$ cat src/rtl/spu_event_sink.sv
`default_nettype none
// +--------------------------------------------------------------------------+
// | spu_event_sink: captures SPU events into a FIFO with per-ID statistics.  |
// | Revision: 1.0                                                            |
// +--------------------------------------------------------------------------+
module spu_event_sink #(
  parameter int NUM_EVENT       = 5,
  parameter int EVENT_INFO_BITS = 8,
  parameter int NUM_SOURCE      = 2,
  parameter int FIFO_DEPTH      = 8,
  parameter int CNT_WIDTH       = 32,
  localparam int EVENT_ID_BITS  = $clog2(NUM_EVENT + 1),
  localparam int SOURCE_ID_BITS = $clog2(NUM_SOURCE),
  localparam int LVL_W          = $clog2(FIFO_DEPTH) + 1
) (
  input  logic                       clk_i,
  input  logic                       rst_i,
  input  logic                       enable_i,
  input  logic [EVENT_ID_BITS-1:0]   e_id_i,
  input  logic [EVENT_INFO_BITS-1:0] e_info_i,
  input  logic [SOURCE_ID_BITS-1:0]  s_id_i,
  output logic                       drain_valid_o,
  input  logic                       drain_ready_i,
  output logic [EVENT_ID_BITS-1:0]   drain_id_o,
  output logic [EVENT_INFO_BITS-1:0] drain_info_o,
  output logic [SOURCE_ID_BITS-1:0]  drain_sid_o,
  output logic [LVL_W-1:0]           fifo_level_o,
  input  logic [EVENT_ID_BITS-1:0]   cnt_sel_i,
  output logic [CNT_WIDTH-1:0]       cnt_o,
  output logic [CNT_WIDTH-1:0]       drop_cnt_o,
  input  logic                       cnt_clr_i
);

  localparam int PTR_W = $clog2(FIFO_DEPTH);

  if (NUM_SOURCE < 2) begin : g_chk_num_source
    $error("spu_event_sink: NUM_SOURCE must be at least 2");
  end
  if ((FIFO_DEPTH < 2) || ((FIFO_DEPTH & (FIFO_DEPTH - 1)) != 0)) begin : g_chk_fifo_depth
    $error("spu_event_sink: FIFO_DEPTH must be a power of two and at least 2");
  end
  if (NUM_EVENT < 1) begin : g_chk_num_event
    $error("spu_event_sink: NUM_EVENT must be at least 1");
  end

  logic [EVENT_ID_BITS-1:0]   id_mem_q   [FIFO_DEPTH];
  logic [EVENT_INFO_BITS-1:0] info_mem_q [FIFO_DEPTH];
  logic [SOURCE_ID_BITS-1:0]  sid_mem_q  [FIFO_DEPTH];
  logic [PTR_W-1:0]           wr_ptr_q, wr_ptr_d;
  logic [PTR_W-1:0]           rd_ptr_q, rd_ptr_d;
  logic [LVL_W-1:0]           level_q,  level_d;
  logic [CNT_WIDTH-1:0]       drop_q,   drop_d;
  logic [CNT_WIDTH-1:0]       cnt_q     [NUM_EVENT];

  logic w_ev_valid;
  logic w_full;
  logic w_empty;
  logic w_pop;
  logic w_push;
  logic w_drop;

  assign w_ev_valid = enable_i && (e_id_i != '0) &&
                      (e_id_i <= EVENT_ID_BITS'(NUM_EVENT));
  assign w_full     = (level_q == LVL_W'(FIFO_DEPTH));
  assign w_empty    = (level_q == '0);
  assign w_pop      = !w_empty && drain_ready_i;
  // A full FIFO still accepts an event when the head leaves in the same cycle.
  assign w_push     = w_ev_valid && (!w_full || w_pop);
  assign w_drop     = w_ev_valid && !w_push;

  always_comb begin
    wr_ptr_d = wr_ptr_q;
    rd_ptr_d = rd_ptr_q;
    level_d  = level_q;
    if (w_push) begin
      wr_ptr_d = wr_ptr_q + PTR_W'(1);
    end
    if (w_pop) begin
      rd_ptr_d = rd_ptr_q + PTR_W'(1);
    end
    case ({w_push, w_pop})
      2'b10:   level_d = level_q + LVL_W'(1);
      2'b01:   level_d = level_q - LVL_W'(1);
      default: level_d = level_q;
    endcase
  end

  always_comb begin
    drop_d = drop_q;
    if (cnt_clr_i) begin
      drop_d = '0;
    end else if (w_drop && !(&drop_q)) begin
      drop_d = drop_q + CNT_WIDTH'(1);
    end
  end

  always_ff @(posedge clk_i) begin
    if (rst_i) begin
      wr_ptr_q <= '0;
      rd_ptr_q <= '0;
      level_q  <= '0;
    end else begin
      wr_ptr_q <= wr_ptr_d;
      rd_ptr_q <= rd_ptr_d;
      level_q  <= level_d;
    end
  end

  // Storage needs no reset: the head fields are masked whenever the FIFO is empty.
  always_ff @(posedge clk_i) begin
    if (!rst_i && w_push) begin
      id_mem_q[wr_ptr_q]   <= e_id_i;
      info_mem_q[wr_ptr_q] <= e_info_i;
      sid_mem_q[wr_ptr_q]  <= s_id_i;
    end
  end

  always_ff @(posedge clk_i) begin
    if (rst_i) begin
      drop_q <= '0;
    end else begin
      drop_q <= drop_d;
    end
  end

  // Clear beats a coincident event, so that event is never counted.
  always_ff @(posedge clk_i) begin
    if (rst_i || cnt_clr_i) begin
      for (int k = 0; k < NUM_EVENT; k++) begin
        cnt_q[k] <= '0;
      end
    end else begin
      for (int k = 0; k < NUM_EVENT; k++) begin
        if (w_ev_valid && (e_id_i == EVENT_ID_BITS'(k + 1)) && !(&cnt_q[k])) begin
          cnt_q[k] <= cnt_q[k] + CNT_WIDTH'(1);
        end
      end
    end
  end

  always_comb begin
    cnt_o = '0;
    for (int k = 0; k < NUM_EVENT; k++) begin
      if (cnt_sel_i == EVENT_ID_BITS'(k + 1)) begin
        cnt_o = cnt_q[k];
      end
    end
  end

  assign drain_valid_o = !w_empty;
  assign drain_id_o    = w_empty ? '0 : id_mem_q[rd_ptr_q];
  assign drain_info_o  = w_empty ? '0 : info_mem_q[rd_ptr_q];
  assign drain_sid_o   = w_empty ? '0 : sid_mem_q[rd_ptr_q];
  assign fifo_level_o  = level_q;
  assign drop_cnt_o    = drop_q;

endmodule
`default_nettype wire

$ cat config.mk
export PLATFORM = sky130hd
export DESIGN_NAME = spu_event_sink
export DESIGN_NICKNAME = d
export VERILOG_FILES = /design/src/rtl/spu_event_sink.sv
export SDC_FILE = /design/constraint.sdc
export NUM_CORES = 1
export LEC_CHECK = 0
export BUFFER_PORTS_ARGS = -buffer_cell sky130_fd_sc_hd__buf_2
export CAP_MARGIN = 10
export CORE_MARGIN = 8
export CORE_UTILIZATION = 55
export CTS_CLUSTER_SIZE = 40
export DETAILED_ROUTE_END_ITERATION = 10
export PLACE_DENSITY = 0.76
export RECOVER_POWER = 50
export SLEW_MARGIN = 40
export SYNTH_ARGS = -nofsm -noshare
export SYNTH_HDL_FRONTEND = slang
export SYNTH_SLANG_ARGS = --single-unit
export TNS_END_PERCENT = 100
$ cat constraint.sdc
create_clock -name clk_i -period 4.5 [get_ports clk_i]
set_input_delay 0.9 -clock clk_i [delete_from_list [all_inputs] [get_ports clk_i]]
set_output_delay 0.9 -clock clk_i [all_outputs]
set_load 0.02 [all_outputs]
Word-level counts from Yosys, hierarchy flattened:

Memory sizes are Yosys's and may differ from the RTL's. A register that Yosys moved wholly into a read port is not among the register bits.
Cells that the tools add are included.

* register bits after elaboration: 42
* memory bits (writable): 256
* input port bits: 20
* output and inout port bits: 81
* logic and storage cells: 115
* memories kept: 4

Memory list
* cnt_q: words 5, width 32, read ports 5, clocked after memory_dff 0, write ports 5, line 53 `logic [CNT_WIDTH-1:0] cnt_q [NUM_EVENT];`
* info_mem_q: words 8, width 8, read ports 1, clocked after memory_dff 1, write ports 1, line 47 `logic [EVENT_INFO_BITS-1:0] info_mem_q [FIFO_DEPTH];`
* id_mem_q: words 8, width 3, read ports 1, clocked after memory_dff 1, write ports 1, line 46 `logic [EVENT_ID_BITS-1:0] id_mem_q [FIFO_DEPTH];`
* sid_mem_q: words 8, width 1, read ports 1, clocked after memory_dff 1, write ports 1, line 48 `logic [SOURCE_ID_BITS-1:0] sid_mem_q [FIFO_DEPTH];`

* add/subtract/negate cells: 10
* order comparisons: 1
* equality and inequality tests: 13
* multiplexer cells: 39
* bitwise operators: 5
* reductions and logical operators: 39

Operators by type and width (number)
* 32-bit two-way mux: 10
* 32-bit by 1-bit adder with 32-bit output (second input constant): 6
* 32-bit AND reduction: 6
* 3-bit two-way mux: 7
* 1-bit two-way mux: 20
* 1-bit logical AND: 17
* 3-bit by 2-bit equality test with 1-bit output (second input constant): 4
* 3-bit equality test (second input constant): 4
* 1-bit logical NOT: 10
* 8-bit two-way mux: 1
* 4-bit one-hot mux with 2 select lines: 1
* 3-bit by 1-bit adder with 3-bit output (second input constant): 2
* 3-bit by 1-bit equality test with 1-bit output (second input constant): 2
* 1-bit OR: 5
* 4-bit by 1-bit adder with 4-bit output (second input constant): 1
* 4-bit equality test (second input constant): 1
* 4-bit logical NOT: 1
* 4-bit by 1-bit subtractor with 4-bit output (second input constant): 1
* 3-bit <= comparator (second input constant): 1
* 3-bit nonzero test: 1
* 2-bit by 1-bit equality test with 1-bit output (second input constant): 1
* 2-bit equality test (second input constant): 1
* 1-bit logical OR: 2
* 2-bit nonzero test: 1
* 2-bit OR reduction: 1

Logic depth before layout (Yosys ltp):

Gate-level depths: netlist of run 1.

* word-level depth: 9
* depth in mapped cells: 12
* gate-level depth less buffers: 12

Worst setup path before layout of run 1:

OpenSTA, ideal clock, no wires.

* path type: input to register
* start point: in rst_i
* end point: mem cnt_q[4][0] (netlist: cnt_q[0][128]), enable pin
* setup time: 466 ps
* arrival time: 3891 ps
* required time: 4034 ps
* setup slack: 144 ps
* stages on the path: 5
* buffers on the path: 2
* cell sequence: clkbuf_1 > nor2_1 > clkbuf_1 > nand4_1 > o21ai_0

RTL lines
* from (decl): line 17 `input logic rst_i,`
* to (decl): line 53

==> reports/metrics.cfg, run 1 <==
[clock_network]
clock_tree.root_cell=sky130_fd_sc_hd__clkbuf_16
number_of_hold_repair_buffers_added_at_the_cts_stage=0
clock_path_buffers=3
h-tree-depth=2
post_cts_setup_buffers=0
clk-insertion-delay-late_ns=0.52
num_cts_buffers=34
tritoncts_clock_tree=done
clkSlewWorstSetupHoldPaths_ns=0.06
clock_sinks=301
post_cts_resized=0

[final_layout]
fin_cells=1874
drive_gt1_frac=0.122
final-seq-area_um2=8590
final_net_count=1504
nFillCells=2249
final_area_um2=17500
multiInputGateArea_um2=6660
areaGrowthSynthToFinish_pct=12.0
n_antenna_cell=0

[synth]
synth_largest_area_cell=sky130_fd_sc_hd__edfxtp_1
async_reset_ff_frac=0
synthFlopType=sky130_fd_sc_hd__edfxtp_1
synth.ff_latch_count=301
ys_seq_area_frac=0.551
netlist_instances=1378
average_cell_area_after_synthesis_um2=11.3
synth_edf_count=256
syn_area_um2=15600
synth.top_cells.by_area=sky130_fd_sc_hd__edfxtp_1 49%, sky130_fd_sc_hd__nor2_1 5.9%, sky130_fd_sc_hd__dfxtp_1 5.8%
syn_nets=1409
synth.distinct_cells=46
synth_top_cell_area_share=0.493
synth_warnings=0

[setup_path]
crit-reg2reg-capture=cnt_q[0][3]
critical_path_required_ns=4.59
critPathCaptureType=flop
path_max_fanout=32
ff2ff_setup_slack_ns=0.99
reg2reg_depth=8
worst_ep_arrival_time_ns=3.84
path_class=input port to flop
regToRegStartpoint=cnt_q[0][0]
critical_path.startpoint_type=input port

[floorplan]
die_w_um=184
design.core.area_um2=27900
dieArea_um2=34000
initial_utilization=0.560
design.portCount=101
die_h_um=184
std_cell_rows=61

[pwr]
cell_area_power_density_nw_per_um2=395
fin_total_pwr_w=0.00690
leakagePower_nw=5.83
peakVddDrop_v=0.000252

[sta]
worstMarginPinSlew_ns=1.98
peak_freq_mhz=267
final_total_negative_setup_slack_ns=0
period_minus_slack_ns=3.74
final_min_period_over_clock_period=0.831
finalClockSkew_ns=0.0192
max-slew-margin-rel=-0.319
finalHoldViolations=0
setup-violations-final=0
unrepaired_setup_endpoints_after_global_routing=no
timing_max_transition_violations_final=99

[placed_design]
placement.io_buffers=100
weighted_congestion_reported_at_the_end_of_routability_driven_placement=0.862
dp_hpwl_um=23900
place_area_um2=16500
place.detailed.instances=1815

[run_status]
outcome=finished with violations
failed_checks=capacitance limit, slew limit

[routing]
drt_drc_violations_left=0
firstDrtPassIters=5
detailroute.via_count=11100
vias_per_cell=5.93
drt.antenna.violating_nets=0
routedWlPerCell_um=19.2
totalWireLength_um=35900
drt_iter0_drc=1080

[job]
cap_viol_max_count=3

[min_path]
hold_depth=2
min-delay-path-class=flop to flop
min-delay-start=rd_ptr_q[1]

[grt]
largest_net_degree_at_the_start_of_global_routing=161
aggregate_global_route_resource_usage=0.211
grt_first_pass_wirelength_um=57500
antenna_found_initial=0
grt_pass1_vias=10900
global_route.overflow_total=0

cells in the final DEF (no fill, tap or decap), types with 34 or more instances in the layout:
| master | synthesis | layout |
|---|---|---|
| sky130_fd_sc_hd__edfxtp_1 | 256 | 256 |
| sky130_fd_sc_hd__nor2_1 | 245 | 245 |
| sky130_fd_sc_hd__xor2_1 | 102 | 102 |
| sky130_fd_sc_hd__nand2_1 | 76 | 76 |
| sky130_fd_sc_hd__nand3_1 | 75 | 75 |
| sky130_fd_sc_hd__xnor2_1 | 75 | 75 |
| sky130_fd_sc_hd__clkbuf_1 | 40 | 63 |
| sky130_fd_sc_hd__buf_2 | 5 | 51 |
| sky130_fd_sc_hd__nand4_1 | 50 | 50 |
| sky130_fd_sc_hd__mux2i_1 | 46 | 46 |
| sky130_fd_sc_hd__dfxtp_1 | 45 | 44 |
| sky130_fd_sc_hd__and3_1 | 34 | 34 |
| sky130_fd_sc_hd__clkbuf_16 | 0 | 34 |
through the flow:
stage	worst slack, ns	utilization	hold slack, ns
2_1_floorplan	0.144	-	0.454
3_3_place_gp	1.06	0.593	0.471
3_5_place_dp	0.940	0.593	0.475
4_1_cts	1.11	0.631	0.469
5_1_grt	0.461	0.627	0.497
6_report	0.760	0.627	0.471
per-layer routing:
layer,vias to the layer above,global-route usage,routed length [µm],share of wire
li1,5239,-,-,-
met1,5401,0.274,15100,0.42
met2,394,0.351,17300,0.48
met3,71,0.0411,2640,0.073
met4,0,0.0681,896,0.025
met5,-,0,0,0
final cells by class:
cell class	count	share of cell area
well taps	378	0.0271
flip-flops and latches	301	0.492
clock inverters	18	0.0105
repair buffers	123	0.0343
multi-input cells	994	0.382
clock buffers	41	0.0503
inverters	19	0.00409
synth_stat cells (11+ instances only):
cell type,instances
sky130_fd_sc_hd__and4_1,18
sky130_fd_sc_hd__mux4_2,24
sky130_fd_sc_hd__or3_1,18
sky130_fd_sc_hd__nor3_1,21
sky130_fd_sc_hd__a21oi_1,16
sky130_fd_sc_hd__o22ai_1,33
sky130_fd_sc_hd__edfxtp_1,256
sky130_fd_sc_hd__xor2_1,102
sky130_fd_sc_hd__and2_1,13
sky130_fd_sc_hd__nand2_1,76
sky130_fd_sc_hd__and3_1,34
sky130_fd_sc_hd__a22oi_1,32
sky130_fd_sc_hd__nor2_1,245
sky130_fd_sc_hd__buf_4,11
sky130_fd_sc_hd__mux2_2,30
sky130_fd_sc_hd__nand4_1,50
sky130_fd_sc_hd__mux2i_1,46
sky130_fd_sc_hd__nor4_1,15
sky130_fd_sc_hd__o21ai_0,13
sky130_fd_sc_hd__nand3_1,75
sky130_fd_sc_hd__xnor2_1,75
sky130_fd_sc_hd__dfxtp_1,45
sky130_fd_sc_hd__clkbuf_1,40
sky130_fd_sc_hd__inv_1,19
kinds of logic (layout without fill, tap and decap cells):
group           count (synthesis)  after routing  synth area share
simple gates                  605            605             0.190
flops                         301            301             0.551
fa+ha+maj                      11             11           0.00931
compound gates                101            101            0.0413
buf+inv                        83            201            0.0230
xor+xnor                      177            177            0.0994
mux                           100            100            0.0859
registers in the layout (all words and copies together) (netlist names), named ones only:
name          count
fifo_level_o      4
info_mem_q       64
wr_ptr_q          3
rd_ptr_q          3
drop_cnt_o       32
sid_mem_q         8
cnt_q           160
id_mem_q         24
critical path: stages:
cell and delay, ns:
sky130_fd_sc_hd__clkbuf_1 0.39, sky130_fd_sc_hd__or3_1 0.20, sky130_fd_sc_hd__and3_1 0.34, sky130_fd_sc_hd__nand4b_1 0.17, sky130_fd_sc_hd__a31oi_1 0.29, sky130_fd_sc_hd__nand2b_1 0.15, sky130_fd_sc_hd__clkbuf_1 1.38
report_power, final:
group,switching [W],internal (W)
Sequential,0.000157,0.00315
Combinational,0.000560,0.000360
Clock,0.00111,0.00157
how the worst max path moves through the flow:
| stage | startpoint | end | slack (ns) | cells past startpoint |
|---|---|---|---|---|
| after floorplan | rst_i | cnt_q[0][128] | 0.14 | 5 |
| after global placement | rst_i | cnt_q[0][98] | 1.06 | 8 |
| after detailed placement | rst_i | cnt_q[0][39] | 0.94 | 8 |
| after CTS | cnt_sel_i[0] | cnt_o[18] | 1.11 | 6 |
| after global routing | e_id_i[2] | cnt_q[0][2] | 0.46 | 7 |
| final | e_id_i[2] | cnt_q[0][3] | 0.76 | 7 |
No activity file was read; power rests on OpenSTA's default activity.
==> run 2: changes to the inputs <==
==> constraint.sdc (replaced) <==
create_clock -name clk_i -period 3.15 [get_ports clk_i]
set_input_delay 0.63 -clock clk_i [delete_from_list [all_inputs] [get_ports clk_i]]
set_output_delay 0.63 -clock clk_i [all_outputs]
set_load 0.02 [all_outputs]
==> reports/metrics.cfg, run 2 (synthesized netlist as in run 1, its figures left out) <==
[clock_network]
post_cts_setup_buffers=0  ; unchanged
clock_path_buffers=3  ; unchanged
tritoncts_clock_tree=done
h-tree-depth=2  ; unchanged
clock_tree.root_cell=sky130_fd_sc_hd__clkbuf_16
clk-insertion-delay-late_ns=0.53  ; about the same
clkSlewWorstSetupHoldPaths_ns=0.06  ; about the same
number_of_hold_repair_buffers_added_at_the_cts_stage=0  ; unchanged
num_cts_buffers=35  ; +2.9%
post_cts_resized=0  ; unchanged
clock_sinks=301  ; unchanged

[sta]
finalHoldViolations=0  ; unchanged
finalClockSkew_ns=0.0136  ; -0.00553 ns
holdWs_ns=0.420  ; -0.0506 ns
unrepaired_setup_endpoints_after_global_routing=no
peak_freq_mhz=335
timing_max_transition_violations_final=0  ; -100%
max-slew-margin-rel=0.400  ; +0.718
period_minus_slack_ns=2.99
setup-violations-final=0  ; unchanged
final_total_negative_setup_slack_ns=0  ; unchanged
final_min_period_over_clock_period=0.949
worstMarginPinSlew_ns=0.901  ; -1.08 ns

[grt]
grt_first_pass_wirelength_um=57800  ; +0.55%
grt_pass1_vias=10900  ; +0.41%
largest_net_degree_at_the_start_of_global_routing=35  ; -78%
aggregate_global_route_resource_usage=0.212  ; +0.00153
antenna_found_initial=0  ; unchanged
global_route.overflow_total=0  ; unchanged

[floorplan]
die_h_um=184  ; unchanged
die_w_um=184  ; unchanged
std_cell_rows=61  ; unchanged
design.portCount=101  ; unchanged
design.core.area_um2=27900  ; unchanged
initial_utilization=0.560  ; unchanged
dieArea_um2=34000  ; unchanged

[setup_path]
regToRegStartpoint=cnt_q[0][32]
reg2reg_depth=9  ; +1
path_class=flop to flop
path_max_fanout=23  ; -28%
critical_path.startpoint_type=flop
crit-reg2reg-capture=cnt_q[0][110]
critPathCaptureType=flop
ff2ff_setup_slack_ns=0.16  ; -0.83 ns
critical_path_required_ns=3.42  ; -1.17 ns
worst_ep_arrival_time_ns=3.26  ; -0.58 ns

[min_path]
min-delay-path-class=input port to flop
hold_depth=2  ; unchanged
min-delay-start=rst_i
whs_endpoint=fifo_level_o[0]

[routing]
drt.antenna.violating_nets=0  ; unchanged
drt_iter0_drc=875  ; -19%
drt_drc_violations_left=0  ; unchanged
totalWireLength_um=36200  ; +0.77%
firstDrtPassIters=5  ; unchanged
vias_per_cell=5.86  ; -1.0%
routedWlPerCell_um=19.0  ; -0.71%
detailroute.via_count=11200  ; +0.44%

[placed_design]
placement.io_buffers=100  ; unchanged
weighted_congestion_reported_at_the_end_of_routability_driven_placement=0.884  ; +2.5%
dp_hpwl_um=24700  ; +3.3%

[final_layout]
nFillCells=2235  ; -0.62%
registers.top_by_ff_count=cnt_q
areaGrowthSynthToFinish_pct=13.8
final_util=0.637  ; +0.0103
n_antenna_cell=0  ; unchanged
final_common_cell=sky130_fd_sc_hd__edfxtp_1
largest_register_ff_count=160  ; unchanged
drive_gt1_frac=0.133  ; +0.0115
final_net_count=1529  ; +1.7%
most_frequent_cells_in_the_layout=256 x sky130_fd_sc_hd__edfxtp_1, 245 x sky130_fd_sc_hd__nor2_1, 102 x sky130_fd_sc_hd__xor2_1

[run_status]
outcome=complete, no violations

[job]
cap_viol_max_count=0  ; -3

[pwr]
peakVddDrop_v=0.000455  ; +81%
cell_area_power_density_nw_per_um2=557  ; +41%
leakagePower_nw=5.99  ; +2.7%

==> run 2: changes by cell type in the layout (fill, tap and decap cells not counted), sizes merged <==
cell      delta
inv          +1
clkbuf      +12
buf         +19
bufinv       -3
clkinvlp     +1
clkinv       -2
==> run 2: how the worst max path moves through the flow <==
stage	from	to	slack, ns	cells after the start
after detailed placement	e_id_i[0]	fifo_level_o[3]	0.21	11
after CTS	flop	drain_id_o[2]	0.20	5
after global routing	cnt_q[0][32]	cnt_q[0][101]	0.02	9
after global placement	e_id_i[1]	info_mem_q[4][5]	0.31	8
after floorplan	rst_i	cnt_q[0][128]	-0.08	5
final	cnt_q[0][32]	cnt_q[0][110]	0.16	9
==> run 2: through the flow <==
stage | instance area [µm²] | setup WS [ns] | power (W) | instances
2_1_floorplan | 15600 | -0.0791 | 0.00568 | 1378
3_3_place_gp | 16800 | 0.311 | 0.00612 | 1839
3_5_place_dp | 16800 | 0.207 | 0.00616 | 1839
4_1_cts | 17900 | 0.196 | 0.00996 | 1902
5_1_grt | 17700 | 0.0159 | 0.0102 | 1902
6_report | 17700 | 0.161 | 0.00987 | 1902
==> run 2: critical path, stage by stage (launching register included) <==
cell                       delay (ns)
sky130_fd_sc_hd__edfxtp_1        0.41
sky130_fd_sc_hd__ha_1            0.24
sky130_fd_sc_hd__nand4_1         0.18
sky130_fd_sc_hd__nor4_1          0.53
sky130_fd_sc_hd__and3_1          0.33
sky130_fd_sc_hd__a21oi_1         0.14
sky130_fd_sc_hd__nor4_4          0.35
sky130_fd_sc_hd__buf_12          0.23
sky130_fd_sc_hd__buf_4           0.24
sky130_fd_sc_hd__nor2_1          0.08
==> run 2: layout make-up <==
| class | count | area [µm²] | share of cell area |
|---|---|---|---|
| sequential | 301 | 8590 | 0.484 |
| multi-input combinational | 994 | 6650 | 0.375 |
| clock buffer | 48 | 965 | 0.0544 |
| timing repair buffer | 147 | 876 | 0.0494 |
| tap | 378 | 473 | 0.0267 |
| clock inverter | 15 | 115 | 0.00649 |
| inverter | 19 | 71.3 | 0.00402 |
==> run 2: per-layer routing <==
layer	track usage	vias up	share of wire
met4	0.0616	0	0.024
met5	0	-	0
met1	0.282	5444	0.43
met2	0.355	355	0.48
met3	0.0345	68	0.066
li1	-	5287	-
==> run 2: power by group <==
part,switching (W),internal [W],total [W],leakage (nW)
sequential,0.000188,0.00449,0.00468,3.01
combinational,0.000841,0.000546,0.00139,2.45
clock,0.00163,0.00218,0.00381,0.529
total,0.00266,0.00721,0.00987,5.99
==> run 3: changes to the inputs <==
--- a/config.mk
+++ b/config.mk
@@ -11,7 +11,7 @@
 export CORE_UTILIZATION = 55
 export CTS_CLUSTER_SIZE = 40
 export DETAILED_ROUTE_END_ITERATION = 10
-export PLACE_DENSITY = 0.76
+export PLACE_DENSITY = 0.73
 export RECOVER_POWER = 50
 export SLEW_MARGIN = 40
 export SYNTH_ARGS = -nofsm -noshare
==> reports/metrics.cfg, run 3 (synthesized netlist as in run 1, its figures left out) <==
[sta]
setup-violations-final=0  ; unchanged
peak_freq_mhz=340  ; +1.7%
period_minus_slack_ns=2.94  ; -0.0504 ns
worstMarginPinSlew_ns=1.21  ; +0.313 ns
timing_max_transition_violations_final=0  ; unchanged
finalHoldViolations=0  ; unchanged
finalClockSkew_ns=0.0230  ; +0.00937 ns
unrepaired_setup_endpoints_after_global_routing=no
max-slew-margin-rel=0.187  ; -0.213
final_min_period_over_clock_period=0.933  ; -0.0160

[min_path]
min-delay-start=e_info_i[6]
hold_depth=1  ; -1
whs_endpoint=info_mem_q[3][6]
min-delay-path-class=input port to flop

[routing]
firstDrtPassIters=5  ; unchanged
detailroute.via_count=11100  ; -0.32%
vias_per_cell=5.87  ; +0.15%
totalWireLength_um=35900  ; -0.81%
routedWlPerCell_um=19.0  ; -0.34%
drt.antenna.violating_nets=0  ; unchanged
drt_drc_violations_left=0  ; unchanged
drt_iter0_drc=1004  ; +15%

[setup_path]
worst_ep_arrival_time_ns=3.19  ; -0.07 ns
ff2ff_setup_slack_ns=0.21  ; +0.05 ns
regToRegStartpoint=cnt_q[0][96]
critical_path_required_ns=3.40  ; -0.02 ns
critical_path.startpoint_type=flop
reg2reg_depth=9  ; unchanged
path_class=flop to flop
crit-reg2reg-capture=cnt_q[0][67]
critPathCaptureType=flop
path_max_fanout=37  ; +61%

[final_layout]
drive_gt1_frac=0.127  ; -0.00581
n_antenna_cell=0  ; unchanged
largest_register_ff_count=160  ; unchanged
final_common_cell=sky130_fd_sc_hd__edfxtp_1
areaGrowthSynthToFinish_pct=13.0
registers.top_by_ff_count=cnt_q
nFillCells=2262  ; +1.2%
fin_cells=1893  ; -0.47%
final_net_count=1524  ; -0.33%
most_frequent_cells_in_the_layout=256 x sky130_fd_sc_hd__edfxtp_1, 245 x sky130_fd_sc_hd__nor2_1, 102 x sky130_fd_sc_hd__xor2_1

[clock_network]
post_cts_resized=0  ; unchanged
tritoncts_clock_tree=done
h-tree-depth=2  ; unchanged
clkSlewWorstSetupHoldPaths_ns=0.06  ; about the same
num_cts_buffers=34  ; -2.9%
post_cts_setup_buffers=0  ; unchanged
clock_path_buffers=3  ; unchanged
clock_sinks=301  ; unchanged
number_of_hold_repair_buffers_added_at_the_cts_stage=0  ; unchanged
clk-insertion-delay-late_ns=0.52  ; about the same
clock_tree.root_cell=sky130_fd_sc_hd__clkbuf_16

[pwr]
cell_area_power_density_nw_per_um2=554  ; -0.52%
sw_frac_of_total=0.264  ; -0.00532
fin_total_pwr_w=0.00975  ; -1.2%
leakagePower_nw=5.93  ; -1.1%
cellInternalPower_w=0.00718  ; -0.50%
comb_power_share=0.142  ; +0.002
peakVddDrop_v=0.000436  ; -4.1%
seq_power_share=0.480  ; +0.006
power.switching_w=0.00258  ; -3.2%
clock_power_share=0.378  ; -0.007

[floorplan]
die_h_um=184  ; unchanged
dieArea_um2=34000  ; unchanged
std_cell_rows=61  ; unchanged
design.core.area_um2=27900  ; unchanged
design.portCount=101  ; unchanged
initial_utilization=0.560  ; unchanged
die_w_um=184  ; unchanged

[placed_design]
dp_hpwl_um=24500  ; -0.79%
place.detailed.instances=1835  ; -0.22%
weighted_congestion_reported_at_the_end_of_routability_driven_placement=0.890  ; +0.74%
placement.io_buffers=100  ; unchanged

[grt]
grt_pass1_vias=10800  ; -0.69%
aggregate_global_route_resource_usage=0.209  ; -0.00302
grt_use_met2=0.347  ; -0.00874
antenna_found_initial=1  ; +1
globalRoute.busiestLayer=met2
grtUsageMet3=0.0350  ; +0.000591
global_route.overflow_total=0  ; unchanged
use_met1=0.274  ; -0.00721
grt_first_pass_wirelength_um=57000  ; -1.5%
largest_net_degree_at_the_start_of_global_routing=65  ; +86%

[run_status]
outcome=complete, no violations

[job]
cap_viol_max_count=0  ; unchanged

## run 3: cell types whose count changed in the layout (fill, tap and decap cells not counted), sizes merged
cell	delta
buf	-7
bufinv	+2
clkbuf	-7
clkinv	+5
clkinvlp	-1
inv	-1
## run 3: routing by layer
metal	vias up	share of wire
met5	-	0.00036
met4	2	0.031
met1	5370	0.42
li1	5286	-
met3	80	0.070
met2	380	0.48
## run 3: critical path, cell delays in order, from the launching register on
cell,delay [ns]
sky130_fd_sc_hd__edfxtp_1,0.41
sky130_fd_sc_hd__ha_1,0.23
sky130_fd_sc_hd__nand4_1,0.19
sky130_fd_sc_hd__nor4_2,0.44
sky130_fd_sc_hd__and2b_1,0.32
sky130_fd_sc_hd__a31oi_1,0.18
sky130_fd_sc_hd__nor4_4,0.39
sky130_fd_sc_hd__buf_4,0.23
sky130_fd_sc_hd__buf_12,0.21
sky130_fd_sc_hd__nor2_1,0.08
## run 3: worst max path at each step
| stage | slack (ns) | depth (start not counted) | from | endpoint |
|---|---|---|---|---|
| after floorplan | -0.08 | 5 | rst_i | cnt_q[0][128] |
| after global placement | 0.27 | 9 | cnt_q[0][96] | cnt_q[0][66] |
| after global routing | 0.02 | 9 | cnt_q[0][96] | cnt_q[0][73] |
| final | 0.21 | 9 | cnt_q[0][96] | cnt_q[0][67] |
| after detailed placement | 0.20 | 11 | e_id_i[1] | fifo_level_o[3] |
| after CTS | 0.22 | 9 | cnt_q[0][96] | cnt_q[0][67] |
## run 3: area by class of cell
cell class                      count  area (µm²)  area share
Tap cell                          378         473      0.0268
Timing Repair Buffer              143         797      0.0452
Clock buffer                       38         866      0.0492
Clock inverter                     20         161     0.00916
Sequential cell                   301        8590       0.488
Inverter                           19        71.3     0.00405
Multi-Input combinational cell    994        6660       0.378
## run 3: stage by stage
step / hold WS, ns / TNS [ns] / utilization / setup WS, ns / cell area (µm²)
floorplan: 0.454 / -5.01 / - / -0.0791 / 15600
global placement: 0.463 / 0 / 0.601 / 0.271 / 16700
detailed placement: 0.478 / 0 / 0.601 / 0.198 / 16800
CTS: 0.367 / 0 / 0.638 / 0.220 / 17800
global route: 0.467 / 0 / 0.632 / 0.0210 / 17600
finish: 0.466 / 0 / 0.632 / 0.211 / 17600
## run 3: power groups by stage
| stage | combinational (W) | sequential, W | clock, W |
|---|---|---|---|
| 5_1_grt | 0.00150 | 0.00470 | 0.00393 |
| 2_1_floorplan | 0.000955 | 0.00473 | 0 |
| 3_5_place_dp | 0.00140 | 0.00476 | 0 |
| 3_3_place_gp | 0.00138 | 0.00475 | 0 |
| 4_1_cts | 0.00142 | 0.00468 | 0.00377 |
| 6_report | 0.00138 | 0.00468 | 0.00369 |
